File: src/rtl/serial_accumulator.sv
// Serial accumulator: sums a start-specified number of streamed operands and
// returns the wrapped sum plus a sticky carry-out flag through a valid/ready port.

module ripple_carry_adder #(
  parameter int WIDTH = 32
) (
  input  logic [WIDTH-1:0] a,
  input  logic [WIDTH-1:0] b,
  output logic [WIDTH-1:0] sum
);

  // The final carry is dropped; callers detect wrap by comparing the sum.
  always_comb begin : ripple
    logic carry;
    carry = 1'b0;
    sum   = '0;
    for (int i = 0; i < WIDTH; i++) begin
      sum[i] = a[i] ^ b[i] ^ carry;
      carry  = (a[i] & b[i]) | (carry & (a[i] ^ b[i]));
    end
  end

endmodule

// state | meaning
// IDLE  | waiting for start; last result held on out_sum/out_overflow
// ACCUM | accepting operands until the remaining count reaches zero
// DONE  | result presented, waiting for out_ready
module serial_accumulator #(
  parameter int BUS_WIDTH   = 32,
  parameter int COUNT_WIDTH = 8
) (
  input  logic                   clk,
  input  logic                   rst_n,
  input  logic                   start,
  input  logic [COUNT_WIDTH-1:0] len,
  input  logic                   in_valid,
  output logic                   in_ready,
  input  logic [BUS_WIDTH-1:0]   in_data,
  output logic                   out_valid,
  input  logic                   out_ready,
  output logic [BUS_WIDTH-1:0]   out_sum,
  output logic                   out_overflow,
  output logic                   busy
);

  typedef enum logic [1:0] {
    IDLE  = 2'd0,
    ACCUM = 2'd1,
    DONE  = 2'd2
  } state_e;

  state_e                 state_q, state_d;
  logic [BUS_WIDTH-1:0]   acc_q, acc_d;
  logic                   ovf_q, ovf_d;
  logic [COUNT_WIDTH-1:0] cnt_q, cnt_d;
  logic [BUS_WIDTH-1:0]   add_sum;

  ripple_carry_adder #(.WIDTH(BUS_WIDTH)) u_adder (
    .a   (acc_q),
    .b   (in_data),
    .sum (add_sum)
  );

  always_ff @(posedge clk or negedge rst_n) begin
    if (!rst_n) begin
      state_q <= IDLE;
      acc_q   <= '0;
      ovf_q   <= 1'b0;
      cnt_q   <= '0;
    end else begin
      state_q <= state_d;
      acc_q   <= acc_d;
      ovf_q   <= ovf_d;
      cnt_q   <= cnt_d;
    end
  end

  always_comb begin
    state_d = state_q;
    acc_d   = acc_q;
    ovf_d   = ovf_q;
    cnt_d   = cnt_q;
    unique case (state_q)
      IDLE: begin
        if (start) begin
          acc_d = '0;
          ovf_d = 1'b0;
          cnt_d = len;
          state_d = (len != '0) ? ACCUM : DONE;
        end
      end
      ACCUM: begin
        if (in_valid) begin
          acc_d = add_sum;
          // A wrapped unsigned sum is smaller than the value it started from.
          ovf_d = ovf_q | (add_sum < acc_q);
          cnt_d = cnt_q - COUNT_WIDTH'(1);
          if (cnt_q == COUNT_WIDTH'(1)) state_d = DONE;
        end
      end
      DONE: begin
        if (out_ready) state_d = IDLE;
      end
      default: state_d = IDLE;
    endcase
  end

  always_comb begin
    in_ready     = (state_q == ACCUM);
    out_valid    = (state_q == DONE);
    busy         = (state_q != IDLE);
    out_sum      = acc_q;
    out_overflow = ovf_q;
  end

endmodule

File: config.mk
export PLATFORM = sky130hd
export DESIGN_NAME = serial_accumulator
export DESIGN_NICKNAME = d
export VERILOG_FILES = /design/src/rtl/serial_accumulator.sv
export SDC_FILE = /design/constraint.sdc
export NUM_CORES = 1
export LEC_CHECK = 0
export CAP_MARGIN = 5
export CORE_ASPECT_RATIO = 0.7
export CORE_MARGIN = 2
export CORE_UTILIZATION = 54
export CTS_CLUSTER_DIAMETER = 80
export DETAILED_ROUTE_END_ITERATION = 6
export PLACE_DENSITY = 0.83
export SKIP_CTS_REPAIR_TIMING = 1
export SKIP_LAST_GASP = 1
export SLEW_MARGIN = 20
export SYNTH_ARGS = -nofsm -noshare
export SYNTH_HDL_FRONTEND = slang
export SYNTH_HIERARCHICAL = 1
export SYNTH_SLANG_ARGS = --single-unit
File: constraint.sdc
create_clock -name clk -period 41.2 [get_ports clk]
set_input_delay 12.36 -clock clk [delete_from_list [all_inputs] [get_ports clk]]
set_output_delay 12.36 -clock clk [all_outputs]
set_load 0.005 [all_outputs]
==> impl_results.html, run 1 <==
<table>
<tr><th>Metric</th><th>Value</th></tr>
<tr><th colspan="2">Critical path</th></tr>
<tr><td>Critical path startpoint</td><td>in_data[0]</td></tr>
<tr><td>Critical Path Max Stage Delay</td><td>around 0.45 ns</td></tr>
<tr><td>Cell repeated most along the worst path</td><td>fa_1</td></tr>
<tr><td>Class of the most critical setup path</td><td>in2reg</td></tr>
<tr><td>Worst path slowest cell</td><td>fa_1</td></tr>
<tr><td>Source of the worst register-to-register timing path</td><td>out_sum[0]$_DFFE_PN0P_</td></tr>
<tr><td>Sort of element at the end of the critical path</td><td>flop</td></tr>
<tr><td>Maximum fanout count along the critical path</td><td>3</td></tr>
<tr><td>Worst endpoint required time</td><td>41.36 ns</td></tr>
<tr><td>CP startpoint kind</td><td>input pin</td></tr>
<tr><td>Data arrival at the endpoint of the critical path</td><td>roughly 26 ns</td></tr>
<tr><th colspan="2">Floorplan</th></tr>
<tr><td>Die outline height</td><td>68.84 um</td></tr>
<tr><td>Core Region</td><td>5756 sq um</td></tr>
<tr><td>Full die area</td><td>between 6000 and 7000 sq um</td></tr>
<tr><td>Die Span X</td><td>96.63 um</td></tr>
<tr><td>Starting Density</td><td>56.35%</td></tr>
<tr><td>Number of placement rows</td><td>23</td></tr>
<tr><td>IO Pins</td><td>81</td></tr>
<tr><th colspan="2">Yosys</th></tr>
<tr><td>Share of cell area taken by muxes after synthesis</td><td>0.3086%</td></tr>
<tr><td>Post-synth cell types</td><td>43</td></tr>
<tr><td>Area share of the largest cell type after synthesis</td><td>33.18%</td></tr>
<tr><td>Area of the mapped netlist</td><td>3243 sq um</td></tr>
<tr><td>Xor and xnor fraction of the mapped netlist area</td><td>0.7330%</td></tr>
<tr><td>Synth Area in Adders</td><td>between 30% and 40%</td></tr>
<tr><td>Instance count of the mapped netlist</td><td>about 340</td></tr>
<tr><td>Proportion of synthesized chip area in sequential cells</td><td>33.18%</td></tr>
<tr><td>Area fraction in compound gates after synthesis</td><td>between 10% and 20%</td></tr>
<tr><td>Flops &amp; latches, synth</td><td>between 40 and 50</td></tr>
<tr><td>Area leader, netlist</td><td>dfrtp_1</td></tr>
<tr><td>Yosys Warn Count</td><td>6</td></tr>
<tr><td>Mean Syn Cell Area</td><td>just under 10 sq um</td></tr>
<tr><td>Dominant cells by area after synthesis</td><td>dfrtp_1 (33%), fa_1 (19%), ha_1 (13%), o21ai_0 (6.8%), nand2_1 (5.8%)</td></tr>
<tr><td>Mapped Nets</td><td>446</td></tr>
<tr><td>Main combinational cell family by area after synthesis</td><td>adder cells</td></tr>
<tr><td>Basic-gate share of the synthesized area counting and, or, nand and nor cells</td><td>12.65%</td></tr>
<tr><th colspan="2">Global route</th></tr>
<tr><td>Overflow after GRT</td><td>0</td></tr>
<tr><td>Pin count of the biggest net entering global routing</td><td>44</td></tr>
<tr><td>First-pass GRT wire length</td><td>~13 mm</td></tr>
<tr><td>Global-route usage over all layers</td><td>24.23%</td></tr>
<tr><td>Vias in the first global route</td><td>~2700</td></tr>
<tr><td>Number of antenna violations at the first check in global routing</td><td>0</td></tr>
<tr><th colspan="2">Detailed routing</th></tr>
<tr><td>Post-DRT Antenna Nets</td><td>0</td></tr>
<tr><td>Vias</td><td>about 2700</td></tr>
<tr><td># DRC</td><td>0</td></tr>
<tr><td>Detailed-route wire length per cell</td><td>15.69 um</td></tr>
<tr><td>Vias per std cell</td><td>5.491</td></tr>
<tr><td>DRT Wirelength</td><td>7.674 mm</td></tr>
<tr><td>DRC marker count from the first detailed-route iteration</td><td>89</td></tr>
<tr><td>Iteration count of the initial detailed-routing pass</td><td>4</td></tr>
<tr><th colspan="2">Cells and area</th></tr>
<tr><td>Design Area, Final</td><td>roughly 4200 sq um</td></tr>
<tr><td>Multi-input gate area in the final layout</td><td>1952 sq um</td></tr>
<tr><td>Layout Area Growth over Synthesis</td><td>28.67%</td></tr>
<tr><td>Count of inserted antenna diode cells</td><td>0</td></tr>
<tr><td>Share of final-layout standard cells stronger than drive strength 1</td><td>~3.4%</td></tr>
<tr><td>Filler instances</td><td>440</td></tr>
<tr><td>Number of nets at the end of the flow</td><td>523</td></tr>
<tr><td>Count of non-filler cells in the finished layout</td><td>489</td></tr>
<tr><td>FF+latch area</td><td>1076 sq um</td></tr>
<tr><th colspan="2">Timing</th></tr>
<tr><td>Sum of negative setup slack</td><td>0 ns</td></tr>
<tr><td>RSZ-0062 raised after global routing</td><td>false</td></tr>
<tr><td>Share of the clock period used by the worst path after layout</td><td>63.53%</td></tr>
<tr><td>Transition at the pin with the smallest max-transition slack</td><td>0.5845 ns</td></tr>
<tr><td>Period minus WS final</td><td>26.18 ns</td></tr>
<tr><td>Slack of the critical path</td><td>15.02 ns</td></tr>
<tr><td>Worst relative slew slack</td><td>61.03%</td></tr>
<tr><td>Final-report setup violation count</td><td>0</td></tr>
<tr><td>Number of hold-slack violations in the final timing report</td><td>0</td></tr>
<tr><td>Final-report max-slew violation count</td><td>0</td></tr>
<tr><td>Achievable frequency</td><td>38.20 MHz</td></tr>
<tr><td>Post-Route Skew</td><td>approximately 0.0054 ns</td></tr>
<tr><th colspan="2">Place</th></tr>
<tr><td>Inst Count DP</td><td>482</td></tr>
<tr><td>Minimum setup slack after placement</td><td>14.75 ns</td></tr>
<tr><td>Gp weighted congestion</td><td>around 0.76</td></tr>
<tr><td># port buffers</td><td>80</td></tr>
<tr><td>Detailed Place HPWL</td><td>5.894 mm</td></tr>
<tr><td>Instance area at placement</td><td>around 4100 sq um</td></tr>
<tr><th colspan="2">Clocking</th></tr>
<tr><td>CTS clk-pin slew, worst paths</td><td>0.08 ns</td></tr>
<tr><td>Root cell of the clock tree</td><td>clkbuf_8</td></tr>
<tr><td>Deepest clock path buffer count</td><td>2</td></tr>
<tr><td>Clock latency of the later-clocked register in the worst-skew pair</td><td>roughly 0.30 ns</td></tr>
<tr><td>CTS tree</td><td>done</td></tr>
<tr><td>Clock tree sinks</td><td>43</td></tr>
<tr><td>H-Tree Depth</td><td>2</td></tr>
<tr><td>Number of CTS-inserted buffers</td><td>5</td></tr>
<tr><th colspan="2">Status</th></tr>
<tr><td>Status</td><td>complete, no violations</td></tr>
<tr><th colspan="2">Power and ir drop</th></tr>
<tr><td>Worst-case vdd ir drop</td><td>34.52 uV</td></tr>
<tr><td>Static Leakage</td><td>~1.8 nW</td></tr>
<tr><td>Total power density per cell area</td><td>about 73 nW/um^2</td></tr>
<tr><th colspan="2">Run</th></tr>
<tr><td>Number of max-cap violations</td><td>0</td></tr>
<tr><th colspan="2">Min path</th></tr>
<tr><td>Hold WC Path Type</td><td>reg2reg</td></tr>
<tr><td>Hold_sp</td><td>cnt_q[6]$_DFFE_PN0P_</td></tr>
</table>
==> placed cells by master (no fill, tap or decap), drive strengths merged, types with 2 or more instances in the layout <==
cell type and count:
nand3 3, nor3 2, fa 30, nor2 15, ha 34, nor4 4, nand4 5, o21ai 45
a21oi 23, dfrtp 43, clkbuf 6, nand2 50, a31oi 2, clkdlybuf4s50 79, nand2b 5, buf 3
inv 40, a211oi 2
==> synthesized netlist by cell type <==
master	instances
a221oi_1	1
fa_1	30
nand2b_1	5
o21a_1	1
nand2_1	50
o31a_1	1
dfrtp_1	43
nor4_1	4
buf_2	6
a31oi_1	2
o21ai_1	1
nor3b_1	1
buf_6	1
and4b_1	1
a21oi_1	23
a211oi_1	2
xor3_1	1
ha_1	34
or2_2	1
nand4b_1	1
o31ai_1	1
a22o_2	1
nand3_1	3
nor2_1	15
inv_1	39
nor3_1	2
inv_2	1
a21boi_0	1
a41o_1	1
o21ai_0	44
nand4_1	5
a2111o_1	1
a2bb2oi_1	1
a22oi_1	1
clkbuf_1	3
nor2b_1	1
and2_1	1
o32ai_1	1
buf_4	2
mux2i_1	1
a311oi_1	1
and4_1	1
o22ai_1	1
==> cells by family (layout without fill, tap and decap cells) <==
kind of cell    Yosys count  in the layout
compound gates           85             85
xor+xnor                  1              1
fa+ha+maj                64             64
buf+inv                  52            129
flops                    43             43
mux                       1              1
simple gates             91             91
==> registers in the layout, indices dropped and copies added (netlist names) <==
name,count
out_sum,32
cnt_q,8
state_q,2
out_overflow,1
==> per-layer routing <==
layer	vias up	wire length (um)	GRT usage (%)
li1	1295	-	-
met1	1279	3561	33.14
met2	95	3516	39.32
met3	16	451	5.444
met4	0	144	7.923
met5	-	0	0
==> area by class of cell <==
cell class	instances	share of cell area [%]
Multi-Input combinational cell	242	46.78
Tap cell	75	2.249
Clock inverter	1	0.1199
Clock buffer	6	1.979
Sequential cell	43	25.79
Inverter	40	3.598
Timing Repair Buffer	82	19.49
==> per-stage QoR <==
| step | utilization, % | total power, W | hold slack [ns] |
|---|---|---|---|
| detailed placement | 70.93 | 0.0002740 | 0.5417 |
| global route | 72.50 | 0.0003391 | 0.6052 |
| finish | 72.50 | 0.0003045 | 0.5758 |
| CTS | 72.46 | 0.0003049 | 0.5628 |
| global placement | 70.93 | 0.0002640 | 0.5190 |
| floorplan | - | 0.0002053 | 0.4918 |
==> critical path: cells and delay by family <==
kind	cells	cell delay, ns
AOI/OAI and AO/OA	3	0.38
xor gates and xnor gates	1	0.39
adders and majority gates	32	12.11
buffers and inverters	3	0.53
and+or+nand+nor	2	0.53
==> worst paths after layout <==
| kind | cells after the start | to | slack [ns] |
|---|---|---|---|
| max | 41 | out_overflow$_DFFE_PN0P_ | 15.02 |
| min | 2 | cnt_q[6]$_DFFE_PN0P_ | 0.58 |
| max reg2reg | 40 | out_overflow$_DFFE_PN0P_ | 27.05 |
| min reg2reg | 2 | cnt_q[6]$_DFFE_PN0P_ | 0.58 |
| max in group asynchronous | 1 | out_sum[18]$_DFFE_PN0P_ | 28.74 |
| min in group asynchronous | 1 | cnt_q[2]$_DFFE_PN0P_ | 12.06 |
==> report_power, final <==
part / total [W] / internal [W] / switching [W]
clock network: 0.0000281 / 0.0000132 / 0.0000150
registers: 0.0000792 / 0.0000592 / 0.0000200
logic: 0.000197 / 0.0000957 / 0.000101
total: 0.000304 / 0.000168 / 0.000136
No activity file was read; power rests on OpenSTA's default activity.
==> run 2, diff against run 1 <==
CORE_UTILIZATION = 50   (was 54)
PLACE_DENSITY = 0.77   (was 0.83)
clock period = 25.7 ns   (was 41.2 ns; I/O delays follow)
==> run 2 against run 1 <==
  * First-iteration DRC count is 71% higher
  * Via count down 0.11%
  * Clock skew rose by 0.0012 ns
  * Power increased by 59%
  * Sequential share of layout area is the same
  * Core utilization shrank 5.7 points
  * Global-route usage shrank 2.5 points
  * Critical path depth did not move
  * Clock power rose by 52%
  * Worst hold slack worse by 0.030 ns
  * Final cell count is 0.82% higher
  * Count of clock-buffer cells in the layout decreased by 1
  * Largest power group unchanged
  * Highest routed layer unchanged
==> impl_results.html, run 2 (synthesized netlist as in run 1, its figures left out) <==
<table>
<tr><th>Metric</th><th>Value</th></tr>
<tr><th colspan="2">Global route</th></tr>
<tr><td>Pin count of the biggest net entering global routing</td><td>44 (unchanged)</td></tr>
<tr><td>Vias in the first global route</td><td>2794 (was 2676)</td></tr>
<tr><td>Number of antenna violations at the first check in global routing</td><td>0 (unchanged)</td></tr>
<tr><td>First-pass GRT wire length</td><td>12.48 mm (was 12.63 mm)</td></tr>
<tr><td>Global-route usage over all layers</td><td>21.71% (was 24.23%)</td></tr>
<tr><td>Overflow after GRT</td><td>0 (unchanged)</td></tr>
<tr><th colspan="2">Critical path</th></tr>
<tr><td>Source of the worst register-to-register timing path</td><td>out_sum[0]$_DFFE_PN0P_ (unchanged)</td></tr>
<tr><td>Slack of the worst reg-to-reg path</td><td>11.53 ns (was 27.05 ns)</td></tr>
<tr><td>Maximum fanout count along the critical path</td><td>3 (unchanged)</td></tr>
<tr><td>Worst endpoint required time</td><td>25.86 ns (was 41.36 ns)</td></tr>
<tr><td>Cell repeated most along the worst path</td><td>fa_1 (unchanged)</td></tr>
<tr><td>Sort of element at the end of the critical path</td><td>flop (unchanged)</td></tr>
<tr><td>Critical Path Max Stage Delay</td><td>0.42 ns (was 0.45 ns)</td></tr>
<tr><td>Capture instance of the worst register-to-register path</td><td>out_overflow$_DFFE_PN0P_ (unchanged)</td></tr>
<tr><td>Worst path slowest cell</td><td>fa_1 (unchanged)</td></tr>
<tr><td>Data arrival at the endpoint of the critical path</td><td>21.70 ns (was 26.34 ns)</td></tr>
<tr><td>CP startpoint kind</td><td>input pin (unchanged)</td></tr>
<tr><td>Class of the most critical setup path</td><td>in2reg (unchanged)</td></tr>
<tr><td>Cell depth of the worst flop-to-flop path</td><td>40 (unchanged)</td></tr>
<tr><th colspan="2">Cells and area</th></tr>
<tr><td>Count of non-filler cells in the finished layout</td><td>493 (was 489)</td></tr>
<tr><td>Most common library cell in the layout ignoring fill and taps</td><td>clkdlybuf4s50_1 (unchanged)</td></tr>
<tr><td>Count of inserted antenna diode cells</td><td>0 (unchanged)</td></tr>
<tr><td>Design Area, Final</td><td>4173 sq um (unchanged)</td></tr>
<tr><td>FF+latch area</td><td>1076 sq um (unchanged)</td></tr>
<tr><td>Number of nets at the end of the flow</td><td>523 (unchanged)</td></tr>
<tr><td>Commonest cells after routing, fill and taps aside</td><td>clkdlybuf4s50_1 (79), nand2_1 (50), o21ai_0 (44) (unchanged)</td></tr>
<tr><td>Multi-input gate area in the final layout</td><td>1952 sq um (unchanged)</td></tr>
<tr><td>Number of flip-flops in the largest register</td><td>32 (unchanged)</td></tr>
<tr><td>Filler instances</td><td>523 (was 440)</td></tr>
<tr><td>Layout Area Growth over Synthesis</td><td>28.67% (unchanged)</td></tr>
<tr><td>Share of final-layout standard cells stronger than drive strength 1</td><td>3.614% (was 3.382%)</td></tr>
<tr><th colspan="2">Floorplan</th></tr>
<tr><td>Core Region</td><td>6246 sq um (was 5756 sq um)</td></tr>
<tr><td>Die outline height</td><td>71.38 um (was 68.84 um)</td></tr>
<tr><td>Number of placement rows</td><td>24 (was 23)</td></tr>
<tr><td>Full die area</td><td>7157 sq um (was 6652 sq um)</td></tr>
<tr><td>Die Span X</td><td>100.3 um (was 96.63 um)</td></tr>
<tr><td>Starting Density</td><td>51.92% (was 56.35%)</td></tr>
<tr><td>IO Pins</td><td>81 (unchanged)</td></tr>
<tr><th colspan="2">Detailed routing</th></tr>
<tr><td>Detailed-route wire length per cell</td><td>14.84 um (was 15.69 um)</td></tr>
<tr><td>Post-DRT Antenna Nets</td><td>0 (unchanged)</td></tr>
<tr><td>DRT Wirelength</td><td>7.314 mm (was 7.674 mm)</td></tr>
<tr><td>Vias</td><td>2682 (was 2685)</td></tr>
<tr><td>Vias per std cell</td><td>5.440 (was 5.491)</td></tr>
<tr><td>DRC marker count from the first detailed-route iteration</td><td>152 (was 89)</td></tr>
<tr><td># DRC</td><td>0 (unchanged)</td></tr>
<tr><td>Iteration count of the initial detailed-routing pass</td><td>5 (was 4)</td></tr>
<tr><th colspan="2">Power and ir drop</th></tr>
<tr><td>Total power density per cell area</td><td>116.2 nW/um^2 (was 72.96 nW/um^2)</td></tr>
<tr><td>Static Leakage</td><td>1.822 nW (was 1.821 nW)</td></tr>
<tr><td>Worst-case vdd ir drop</td><td>55.08 uV (was 34.52 uV)</td></tr>
<tr><td>Total power after layout</td><td>0.0004851 W (was 0.0003045 W)</td></tr>
<tr><th colspan="2">Clocking</th></tr>
<tr><td>Root cell of the clock tree</td><td>clkbuf_8 (unchanged)</td></tr>
<tr><td>H-Tree Depth</td><td>2 (unchanged)</td></tr>
<tr><td>Number of CTS-inserted buffers</td><td>5 (unchanged)</td></tr>
<tr><td>Deepest clock path buffer count</td><td>2 (unchanged)</td></tr>
<tr><td>CTS tree</td><td>done (unchanged)</td></tr>
<tr><td>Clock tree sinks</td><td>43 (unchanged)</td></tr>
<tr><td>CTS clk-pin slew, worst paths</td><td>0.08 ns (about the same)</td></tr>
<tr><td>Clock latency of the later-clocked register in the worst-skew pair</td><td>0.29 ns (was 0.30 ns)</td></tr>
<tr><th colspan="2">Min path</th></tr>
<tr><td>Hold_sp</td><td>cnt_q[3]$_DFFE_PN0P_ (was cnt_q[6]$_DFFE_PN0P_)</td></tr>
<tr><td>Hold Path Depth</td><td>2 (unchanged)</td></tr>
<tr><td>Hold WC Path Type</td><td>reg2reg (unchanged)</td></tr>
<tr><td>Terminating pin of the worst hold path</td><td>cnt_q[3]$_DFFE_PN0P_ (was cnt_q[6]$_DFFE_PN0P_)</td></tr>
<tr><th colspan="2">Timing</th></tr>
<tr><td>Sum of negative setup slack</td><td>0 ns (unchanged)</td></tr>
<tr><td>Final-report max-slew violation count</td><td>0 (unchanged)</td></tr>
<tr><td>Final-report setup violation count</td><td>0 (unchanged)</td></tr>
<tr><td>Worst relative slew slack</td><td>60.95% (was 61.03%)</td></tr>
<tr><td>Period minus WS final</td><td>about 22 ns</td></tr>
<tr><td>Achievable frequency</td><td>46.43 MHz</td></tr>
<tr><td>Post-Route Skew</td><td>0.006539 ns (was 0.005354 ns)</td></tr>
<tr><td>Number of hold-slack violations in the final timing report</td><td>0 (unchanged)</td></tr>
<tr><td>Slack of the critical path</td><td>4.160 ns (was 15.02 ns)</td></tr>
<tr><td>Transition at the pin with the smallest max-transition slack</td><td>0.5858 ns (was 0.5845 ns)</td></tr>
<tr><td>RSZ-0062 raised after global routing</td><td>false (unchanged)</td></tr>
<tr><td>Share of the clock period used by the worst path after layout</td><td>83.81%</td></tr>
<tr><th colspan="2">Place</th></tr>
<tr><td>Gp weighted congestion</td><td>0.8214 (was 0.7646)</td></tr>
<tr><td>Minimum setup slack after placement</td><td>3.895 ns (was 14.75 ns)</td></tr>
<tr><td># port buffers</td><td>80 (unchanged)</td></tr>
<tr><td>Instance area at placement</td><td>4086 sq um (was 4083 sq um)</td></tr>
<tr><td>Inst Count DP</td><td>485 (was 482)</td></tr>
<tr><td>Detailed Place HPWL</td><td>5.609 mm (was 5.894 mm)</td></tr>
<tr><th colspan="2">Run</th></tr>
<tr><td>Number of max-cap violations</td><td>0 (unchanged)</td></tr>
<tr><th colspan="2">Status</th></tr>
<tr><td>Status</td><td>complete, no violations (unchanged)</td></tr>
</table>
[run 2: cell types whose count changed in the layout (fill, tap and decap cells not counted)]
| cell | delta |
|---|---|
| clkinv_2 | +2 |
| clkbuf_8 | -1 |
[run 2: per-layer routing]
| layer | share of wire [%] | global-route usage (%) | up-vias |
|---|---|---|---|
| met2 | 48 | 37.88 | 76 |
| met3 | 4.8 | 3.707 | 4 |
| met5 | 0 | 0 | - |
| li1 | - | - | 1299 |
| met4 | 0.59 | 4.110 | 0 |
| met1 | 46 | 29.08 | 1303 |
[run 2: metrics by stage]
step	hold slack, ns	util (%)
4_1_cts	0.5522	66.77
6_report	0.5461	66.81
2_1_floorplan	0.4918	-
3_5_place_dp	0.5325	65.42
5_1_grt	0.5979	66.81
3_3_place_gp	0.5180	65.42
[run 2: cell type report]
type / count / share of cell area (%)
timing repair buffer: 82 / 19.49
clock inverter: 3 / 0.3598
tap: 78 / 2.339
multi-input combinational: 242 / 46.78
clock buffer: 5 / 1.649
inverter: 40 / 3.598
sequential: 43 / 25.79
[run 2: how the worst max path moves through the flow]
stage                          start                  endpoint  slack [ns]  cells after the start
final                     in_data[0]  out_overflow$_DFFE_PN0P_        4.16                     41
after global routing      in_data[0]  out_overflow$_DFFE_PN0P_        3.69                     41
after CTS                 in_data[0]  out_overflow$_DFFE_PN0P_        4.12                     41
after detailed placement  in_data[0]  out_overflow$_DFFE_PN0P_        3.89                     41
after global placement    in_data[0]  out_overflow$_DFFE_PN0P_        4.23                     41
after floorplan           in_data[0]  out_overflow$_DFFE_PN0P_        5.01                     40
[run 2: critical path, delay by kind of cell]
kind	cells	cell delay, ns
AOI/OAI and AO/OA	3	0.39
and+or+nand+nor	2	0.57
buffers and inverters	3	0.54
xor gates and xnor gates	1	0.38
adders and majority gates	32	12.09
[run 2: report_power, final]
part	internal [W]	switching, W
sequential	0.0000949	0.0000309
combinational	0.000154	0.000162
clock	0.0000187	0.0000242
